==> src/rtl/uart_tx.sv <==
// UART transmitter: frames a DBIT-wide word as start, LSB-first data and stop bits,
// with bit timing taken from a 16x-oversampling s_tick enable.
module uart_tx #(
  parameter int DBIT    = 8,
  parameter int SB_TICK = 16
) (
  input  logic            clk,
  input  logic            reset,
  input  logic            s_tick,
  input  logic            tx_start,
  input  logic [DBIT-1:0] din,
  output logic            tx_done_tick,
  output logic            tx_busy,
  output logic            tx
);

  localparam int S_W = ($clog2(SB_TICK) > 4) ? $clog2(SB_TICK) : 4;
  localparam int N_W = (DBIT > 1) ? $clog2(DBIT) : 1;

  typedef enum logic [1:0] {IDLE, START, DATA, STOP} state_t;

  state_t          state_reg, state_next;
  logic [S_W-1:0]  s_reg, s_next;
  logic [N_W-1:0]  n_reg, n_next;
  logic [DBIT-1:0] b_reg, b_next;
  logic [DBIT-1:0] b_shift;
  logic            tx_reg, tx_next;
  logic            done_reg, done_next;

  function automatic logic bit_end(input logic [S_W-1:0] s);
    return s == S_W'(15);
  endfunction

  function automatic logic stop_end(input logic [S_W-1:0] s);
    return s == S_W'(SB_TICK - 1);
  endfunction

  always_ff @(posedge clk) begin
    if (reset) begin
      state_reg <= IDLE;
      s_reg     <= '0;
      n_reg     <= '0;
      b_reg     <= '0;
      tx_reg    <= 1'b1;
      done_reg  <= 1'b0;
    end else begin
      state_reg <= state_next;
      s_reg     <= s_next;
      n_reg     <= n_next;
      b_reg     <= b_next;
      tx_reg    <= tx_next;
      done_reg  <= done_next;
    end
  end

  assign b_shift = b_reg >> 1;

  // tx is registered, so each branch loads the level the line takes after this edge.
  always_comb begin
    state_next = state_reg;
    s_next     = s_reg;
    n_next     = n_reg;
    b_next     = b_reg;
    tx_next    = tx_reg;
    done_next  = 1'b0;
    case (state_reg)
      IDLE: begin
        tx_next = 1'b1;
        if (tx_start) begin
          b_next     = din;
          s_next     = '0;
          state_next = START;
          tx_next    = 1'b0;
        end
      end
      START: begin
        tx_next = 1'b0;
        if (s_tick) begin
          if (bit_end(s_reg)) begin
            s_next     = '0;
            n_next     = '0;
            state_next = DATA;
            tx_next    = b_reg[0];
          end else begin
            s_next = s_reg + S_W'(1);
          end
        end
      end
      DATA: begin
        if (s_tick) begin
          if (bit_end(s_reg)) begin
            s_next = '0;
            b_next = b_shift;
            if (n_reg == N_W'(DBIT - 1)) begin
              state_next = STOP;
              tx_next    = 1'b1;
            end else begin
              n_next  = n_reg + N_W'(1);
              tx_next = b_shift[0];
            end
          end else begin
            s_next = s_reg + S_W'(1);
          end
        end
      end
      STOP: begin
        tx_next = 1'b1;
        if (s_tick) begin
          if (stop_end(s_reg)) begin
            state_next = IDLE;
            done_next  = 1'b1;
          end else begin
            s_next = s_reg + S_W'(1);
          end
        end
      end
      default: begin
        state_next = IDLE;
        tx_next    = 1'b1;
      end
    endcase
  end

  always_comb begin
    tx           = tx_reg;
    tx_done_tick = done_reg;
    tx_busy      = (state_reg != IDLE);
  end

endmodule
==> config.mk <==
export PLATFORM = sky130hd
export DESIGN_NAME = uart_tx
export DESIGN_NICKNAME = d
export VERILOG_FILES = /design/src/rtl/uart_tx.sv
export SDC_FILE = /design/constraint.sdc
export NUM_CORES = 1
export LEC_CHECK = 0
export CAP_MARGIN = 40
export CORE_MARGIN = 10
export CORE_UTILIZATION = 50
export DETAILED_ROUTE_END_ITERATION = 16
export PLACE_DENSITY_LB_ADDON = 0.3
export SLEW_MARGIN = 15
export SYNTH_ARGS = -nofsm -noshare
export SYNTH_HDL_FRONTEND = slang
export SYNTH_SLANG_ARGS = --single-unit
==> constraint.sdc <==
create_clock -name clk -period 1.8 [get_ports clk]
set_input_delay 0.18 -clock clk [delete_from_list [all_inputs] [get_ports clk]]
set_output_delay 0.18 -clock clk [all_outputs]
set_load 0.005 [all_outputs]
* Word level (Yosys, flattened, before mapping)
Cells that the tools add are included.
Operators by class: add/subtract/negate cells 2, eq/ne operators 16, mux-type cells 33, bitwise operators 2, reduce and logical (&&, ||, !) cells 11
Operators by type and width (count):
- 2-to-1 mux 8 bit | 3
- 2-to-1 mux 4 bit | 5
- inequality test 2 bit (second input constant) | 10
- 2-to-1 mux 2 bit | 8
- case mux 8 bit (2 select lines) | 1
- 2-to-1 mux 3 bit | 5
- case mux 4 bit (3 select lines) | 1
- case mux 2 bit (4 select lines) | 1
- AND reduction 4 bit | 2
- AND reduction 8 bit | 1
- 2-to-1 mux 1 bit | 7
- case mux 3 bit (2 select lines) | 1
- AND reduction 6 bit | 1
- nonzero test 2 bit | 3
- adder 4 x 1 -> 4 bit (second input constant) | 1
- == test 2 bit (second input constant) | 2
- == test 4 bit (second input constant) | 1
- case mux 1 bit (4 select lines) | 1
- adder 3 x 1 -> 3 bit (second input constant) | 1
- == test 3 bit (second input constant) | 1
- OR reduction 3 bit | 1
- == test 2 x 1 -> 1 bit (second input constant) | 1
- logical NOT 2 bit | 1
- inequality test 2 x 1 -> 1 bit (second input constant) | 1
- other kinds (3) | 4
Word-level totals: flip-flop bits (word level) 19

* Depth between registers and ports, before layout
Gate-level depths: netlist (run 1).
word-level depth 5, mapped depth 8

* Least setup slack after synthesis (run 1)
No wires, ideal clock.
path kind flip-flop to flip-flop, start reg state_reg[0], end reg state_reg[1], arrival 1.572 ns, required time 1.729 ns, slack 0.157 ns, stages on the path, launching flop included 7, period minus slack after synthesis 1.643 ns, cell sequence dfxtp_1 -> inv_1 -> ha_1 -> nor2b_1 -> a211oi_1 -> or3_1 -> a21oi_1
Between the ends: cells in the longest elaborated chain, start to end 3, elaborated cells on any way between the ends 14, classes of those cells 11 x eq/ne; 1 x mux; 2 x reduce/logical
RTL lines:
- from (decl) | line 22 | state_t state_reg, state_next;
- from (signal assigned) | line 47 | state_reg <= state_next;
- == test 2 bit, or another cell as far along | line 66 | case (state_reg)
- inequality test 2 bit (no source line)
- AND reduction 8 bit (no source line)
Parallel ways exist; a longest one is shown, timed or not. A chain may end at the register's enable or synchronous reset.

* Final worst setup path (run 1)
start reg state_reg[0], end reg s_reg[2]
Between the ends: cells in the longest elaborated chain, start to end 4, elaborated cells on any way between the ends 11, classes of those cells 7 x eq/ne; 1 x mux; 3 x reduce/logical
RTL lines:
- == test 2 bit / == test 2 x 1 -> 1 bit (equally long branches) | line 66
- OR reduction 2 bit (no source line)
- inequality test 2 x 1 -> 1 bit (no source line)
- AND reduction 4 bit (no source line)
- to (signal assigned) | line 48 | s_reg <= s_next;
- to (decl) | line 23 | logic [S_W-1:0] s_reg, s_next;
Parallel ways exist; a longest one is shown, timed or not.

==> reports/results.ini, run 1 <==
[global_route]
first_global_vias = 893
grtUsageTotal_pct = 10.5
overflow = 0
antenna_found_initial = 0
grt_pass1_wl_mm = 3.72
grt_max_degree = 17

[timing]
min_period_ns = 1.68
relSlewSlack_pct = 75.7
hold_viol = 0
finalSetupTns_ns = 0
finClkSkew_ns = 0.000629
tightest_slew_ns = 0.365
drv_slew = 0
rsz0062_at_grt = false
fmax_mhz = 595
holdWs_ns = 0.475
setup_violations = 0
worst_slack_ns = 0.118
period_share_pct = 93.4

[synth]
ys_dominant_reg_cell = dfxtp_1
syn-num-nets = 135
syn_avg_cell_area_um2 = 9.08
syn_area_um2 = 1050
ys_warn_count = 0
ys_top_cells_by_area = dfxtp_1 36%, ha_1 8.3%, mux2i_1 7.6%
synthCells = 116
synth_cell_types = 37
async_reset_ff_share_pct = 0
synth_edf_count = 0
ys_ff_latch = 19
synthTopCellsByCount = 19 x dfxtp_1, 14 x nor2_1, 8 x a21oi_1, 8 x mux2i_1, 7 x ha_1
yosysTopAreaCellShare_pct = 36.1
yosysSeqAreaShare_pct = 36.1
yosysMostFrequentCell = dfxtp_1
yosys.area.top_type = dfxtp_1

[finish]
drive_gt1_share_pct = 14.8
fin_nets = 155
final-seq-area_um2 = 383
n_fill_cell = 162
syn_to_final_growth_pct = 24.5
fin_area_um2 = 1310
largest_reg_flops = 8
multi_input_area_um2 = 646
antenna_cells = 0

[pwr]
vdd_ir_drop_max_mv = 1.09
leakage_nw = 0.510
powerDensity_nw_per_um2 = 1350

[setup_path]
r2r-start = state_reg[0]
cp-end-kind = flop
r2r_cells = 6
rrSetupSlack_ns = 0.12
start_kind = flop
setup.worst_path.class = flop to flop
cp.required_ns = 1.99
r2r-end = s_reg[2]
cp.arrival_ns = 1.88
startpoint = state_reg[0]
crit_fanout = 4

[drt]
vias = 889
first_pass_iters = 4
drc = 0
wire_per_inst_um = 12.9
ant_nets = 0
routed_via_density = 5.49
drt_iter0_markers = 20
drt_wl_total_mm = 2.08

[floorplanning]
dieWidth_um = 65.9
core-area_um2 = 1980
die-area_um2 = 4340
die_h_um = 65.9
pin_count = 15
initial_core_util_pct = 53.2
rows = 16

[placed_design]
hpwlAfterDp_mm = 1.60
placed_cell_area_um2 = 1250
pre_cts_ws_ns = 0.0242
place.gp.congestion = 0.799
port_buffers = 14

[cts]
cts_max_level = 1
clock_sinks = 19
cts_buffers = 3
cts_tree = yes
path_clk_slew_ns = 0.10
clk_path_buf_depth = 2
cts.root.buffer_cell = clkbuf_4
worst_skew_pair.late_latency_ns = 0.29
hold_buffers = 0

[run_status]
outcome = finished, final reports clean

[worst_hold_path]
hold_depth = 3
whs_endpoint = b_reg[7]
hold_class = input port to flop
hp-start = din[7]

[flow_run]
cap_violations = 0

## cell usage in the layout, fill, tap and decap left out, types with 2 or more instances in the layout
master           instances
dfxtp_1                 17
a211oi_1                 5
buf_4                    5
nand2_1                  4
clkbuf_4                 3
clkdlybuf4s50_1         13
ha_1                     5
nor2_1                  14
inv_1                    6
nand3_1                  4
nor2b_1                  2
a21oi_1                  8
dfxtp_2                  2
o211ai_1                 2
mux2i_1                  8
a211oi_2                 3
o21ai_0                  3
nand2b_1                 5
nor3b_1                  2
## kinds of logic (layout without fill, tap and decap cells)
| group | Yosys count | count (layout) | share of synthesized area [%] |
|---|---|---|---|
| compound gates | 32 | 32 | 22.8 |
| fa+ha+maj | 7 | 7 | 8.31 |
| buf+inv | 11 | 30 | 4.75 |
| flops | 19 | 19 | 36.1 |
| mux | 8 | 8 | 7.60 |
| simple gates | 39 | 39 | 20.4 |
## report_power, final
part,total (mW),leakage (nW),internal (mW),switching (mW)
Clock,0.206,0.0150,0.0861,0.120
Combinational,0.945,0.338,0.468,0.477
Sequential,0.622,0.156,0.547,0.0750
Total,1.77,0.510,1.10,0.672
## routing by layer
layer	share of wire, %	wire [um]	track usage [%]
met2	47	984	18.1
met1	46	956	11.6
met4	1.2	25	4.81
met5	0	0	0
met3	5.5	115	2.71
## through the flow
stage | total power [mW] | utilization, % | cells
after detailed placement | 1.53 | 63.1 | 157
after floorplan | 1.25 | - | 116
after global routing | 1.92 | 66.2 | 162
final | 1.77 | 66.2 | 162
after global placement | 1.49 | 63.1 | 157
after CTS | 1.76 | 64.9 | 162
## area by class of cell
class / count / area share (%)
clock buffer: 4 / 2.00
sequential: 19 / 29.2
timing repair buffer: 20 / 15.3
tap: 27 / 2.58
multi-input combinational: 86 / 49.2
inverter: 6 / 1.72
## timing repair
action,in CTS,in global routing
setup buffers,1,0
pin swaps,0,1
endpoints found under the setup margin,1,10
resized for setup,2,6
## critical path, cell delays in order, from the launching register on
cell,delay [ns]
dfxtp_2,0.35
inv_1,0.08
ha_1,0.34
o21bai_1,0.31
nor2_1,0.07
o311a_1,0.29
a21o_1,0.15
## worst max path at each step
stage / endpoint / slack [ns]
6_report: s_reg[2] / 0.12
5_1_grt: b_reg[1] / 0.003
4_1_cts: tx_busy / 0.02
3_5_place_dp: state_reg[1] / 0.02
3_3_place_gp: b_reg[4] / 0.09
2_1_floorplan: state_reg[1] / 0.16
No activity file was read; power rests on OpenSTA's default activity.
==> run 2: changes to the inputs <==
DONT_BUFFER_PORTS = 1   (was default)
==> reports/results.ini, run 2 (same netlist as run 1, synthesis figures left out) <==
[run_status]
outcome = finished with violations  ; was finished, final reports clean
violations = hold timing

[pwr]
clkPwrFrac_pct = 13.4  ; was 11.6%
p_sw_mw = 0.672  ; about the same
powerDensity_nw_per_um2 = 1460  ; was 1350 nW/um2
p_int_mw = 1.03  ; was 1.10 mW
comb_power_share_pct = 49.7  ; was 53.3%
vdd_ir_drop_max_mv = 1.08  ; was 1.09 mV
leakage_nw = 0.433  ; was 0.510 nW
power_frac_seq_pct = 36.9  ; was 35.1%
switching_share_pct = 39.5  ; was 37.9%

[global_route]
antenna_found_initial = 0  ; unchanged
grt_max_degree = 19  ; was 17
overflow = 0  ; unchanged
first_global_vias = 812  ; was 893
grt_pass1_wl_mm = 3.62  ; was 3.72 mm
grtUsageTotal_pct = 10.4  ; was 10.5%

[setup_path]
path_cells = ha_1 -> or2_2 -> a211oi_1 -> o21ai_0 -> a21oi_1  ; was inv_1 -> ha_1 -> o21bai_1 -> nor2_1 -> o311a_1 -> a21o_1
rrSetupSlack_ns = 0.11  ; was 0.12 ns
setup.worst_path.class = flop to flop  ; unchanged
cp.required_ns = 2.04  ; was 1.99 ns
crit_fanout = 7  ; was 4
cp_slowest_cell = dfxtp_1  ; was dfxtp_2
r2r-end = state_reg[1]  ; was s_reg[2]
r2r_cells = 5  ; was 6
cp.arrival_ns = 1.93  ; was 1.88 ns
start_kind = flop  ; unchanged
slowest_delay_ns = 0.36  ; was 0.35 ns
cp-end-kind = flop  ; unchanged
r2r-start = state_reg[0]  ; unchanged

[drt]
vias = 853  ; was 889
first_pass_iters = 4  ; unchanged
drc = 0  ; unchanged
drt_iter0_markers = 17  ; was 20
wire_per_inst_um = 14.4  ; was 12.9 um
ant_nets = 0  ; unchanged
routed_via_density = 5.80  ; was 5.49
drt_wl_total_mm = 2.11  ; was 2.08 mm

[finish]
instances_no_fill = 147  ; was 162
largest_reg_flops = 8  ; unchanged
fin_area_um2 = 1160  ; was 1310 um2
mostFrequentLayoutCells = 18 x dfxtp_1, 14 x nor2_1, 8 x a21oi_1, 8 x mux2i_1  ; was 17 x dfxtp_1, 14 x nor2_1, 13 x clkdlybuf4s50_1, 8 x a21oi_1, 8 x mux2i_1
fin_nets = 140  ; was 155
antenna_cells = 0  ; unchanged
final_common_cell = dfxtp_1  ; unchanged
syn_to_final_growth_pct = 10.6  ; was 24.5%
drive_gt1_share_pct = 15.0  ; was 14.8%

[cts]
hold_buffers = 1  ; was 0
post_cts_buffers = 0  ; was 1
clock_sinks = 19  ; unchanged
path_clk_slew_ns = 0.12  ; was 0.10 ns
worst_skew_pair.late_latency_ns = 0.31  ; was 0.29 ns
cts_buffers = 3  ; unchanged
cts_max_level = 1  ; unchanged
clk_path_buf_depth = 2  ; unchanged
cts.root.buffer_cell = clkbuf_4  ; unchanged
cts_tree = yes  ; unchanged

[timing]
setup_violations = 0  ; unchanged
drv_slew = 0  ; unchanged
rsz0062_at_grt = false  ; unchanged
tightest_slew_ns = 0.383  ; was 0.365 ns
fmax_mhz = 593  ; was 595 MHz
min_period_ns = 1.69  ; was 1.68 ns
holdWs_ns = -0.0801  ; was 0.475 ns
period_share_pct = 93.7  ; was 93.4%
hold_viol = 14  ; was 0
finalSetupTns_ns = 0  ; unchanged
finClkSkew_ns = 0.00625  ; was 0.000629 ns
relSlewSlack_pct = 74.5  ; was 75.7%

[floorplanning]
die_h_um = 65.9  ; unchanged
die-area_um2 = 4340  ; unchanged
pin_count = 15  ; unchanged
dieWidth_um = 65.9  ; unchanged
rows = 16  ; unchanged
core-area_um2 = 1980  ; unchanged
initial_core_util_pct = 53.2  ; unchanged

[flow_run]
cap_violations = 0  ; unchanged

[placed_design]
place.gp.congestion = 0.846  ; was 0.799
port_buffers = 0  ; was 14
placed_cell_area_um2 = 1100  ; was 1250 um2
dp.cells = 142  ; was 157
hpwlAfterDp_mm = 1.57  ; was 1.60 mm

[worst_hold_path]
hold_class = input port to flop  ; unchanged
hold_depth = 1  ; was 3
whs_endpoint = b_reg[6]  ; was b_reg[7]
hp-start = reset  ; was din[7]

-- run 2: changes by cell type in the layout (fill, tap and decap cells not counted), sizes merged --
cell | before | now
clkdlybuf4s50 | 13 | 0
dlymetal6s2s | 1 | 0
dlygate4sd3 | 0 | 1
clkinvlp | 0 | 1
clkbuf | 4 | 3
buf | 6 | 4
-- run 2: worst max-delay path, delay by kind of cell, from the launching register on --
family / cells / cell delay [ns]
fa+ha+maj: 1 / 0.29
simple gates: 1 / 0.33
compound gates: 3 / 0.64
flops: 1 / 0.36
-- run 2: stage by stage --
stage	util, %	hold WS [ns]	worst slack (ns)	power [mW]
after global placement	55.6	0.249	0.0337	1.43
final	58.8	-0.0801	0.113	1.70
after floorplan	-	0.346	0.157	1.25
after detailed placement	55.6	0.250	0.0104	1.46
after CTS	57.8	-0.0902	0.0188	1.69
after global routing	58.8	-0.109	0.000348	1.84
-- run 2: timing repair --
| action | CTS | global route |
|---|---|---|
| pin swaps | 0 | 0 |
| resized for setup | 1 | 5 |
| endpoints found under the hold margin | 15 | 14 |
| setup endpoints to repair | 1 | 14 |
-- run 2: how the worst max path moves through the flow --
stage	startpoint	end	slack (ns)	cells past startpoint
finish	state_reg[0]	state_reg[1]	0.11	5
global route	state_reg[0]	state_reg[1]	0.0003	5
CTS	state_reg[0]	n_reg[0]	0.02	7
detailed placement	state_reg[1]	state_reg[1]	0.01	6
global placement	state_reg[0]	state_reg[1]	0.03	6
floorplan	state_reg[0]	state_reg[1]	0.16	6
-- run 2: cell type report --
| class | instances | area, um2 |
|---|---|---|
| fillers | 183 | 817 |
| multi-input cells | 86 | 644 |
| well taps | 27 | 33.8 |
| repair buffers | 5 | 52.6 |
| inverters | 6 | 22.5 |
| clock inverters | 1 | 7.51 |
| flip-flops and latches | 19 | 382 |
| clock buffers | 3 | 22.5 |
-- run 2: power by group through the flow --
stage	Combinational [mW]	Sequential (mW)	Clock, mW
finish	0.845	0.627	0.228
global route	0.945	0.644	0.252
CTS	0.833	0.624	0.235
detailed placement	0.827	0.634	0
global placement	0.798	0.629	0
floorplan	0.641	0.609	0
-- run 2: layer usage --
metal  up-vias  share of wire [%]  track usage [%]
li1        430                  -                -
met1       394                 45             11.8
met2        27                 43             15.7
met3         2                 11             6.78
met4         0               0.43             2.41
met5         -                  0                0
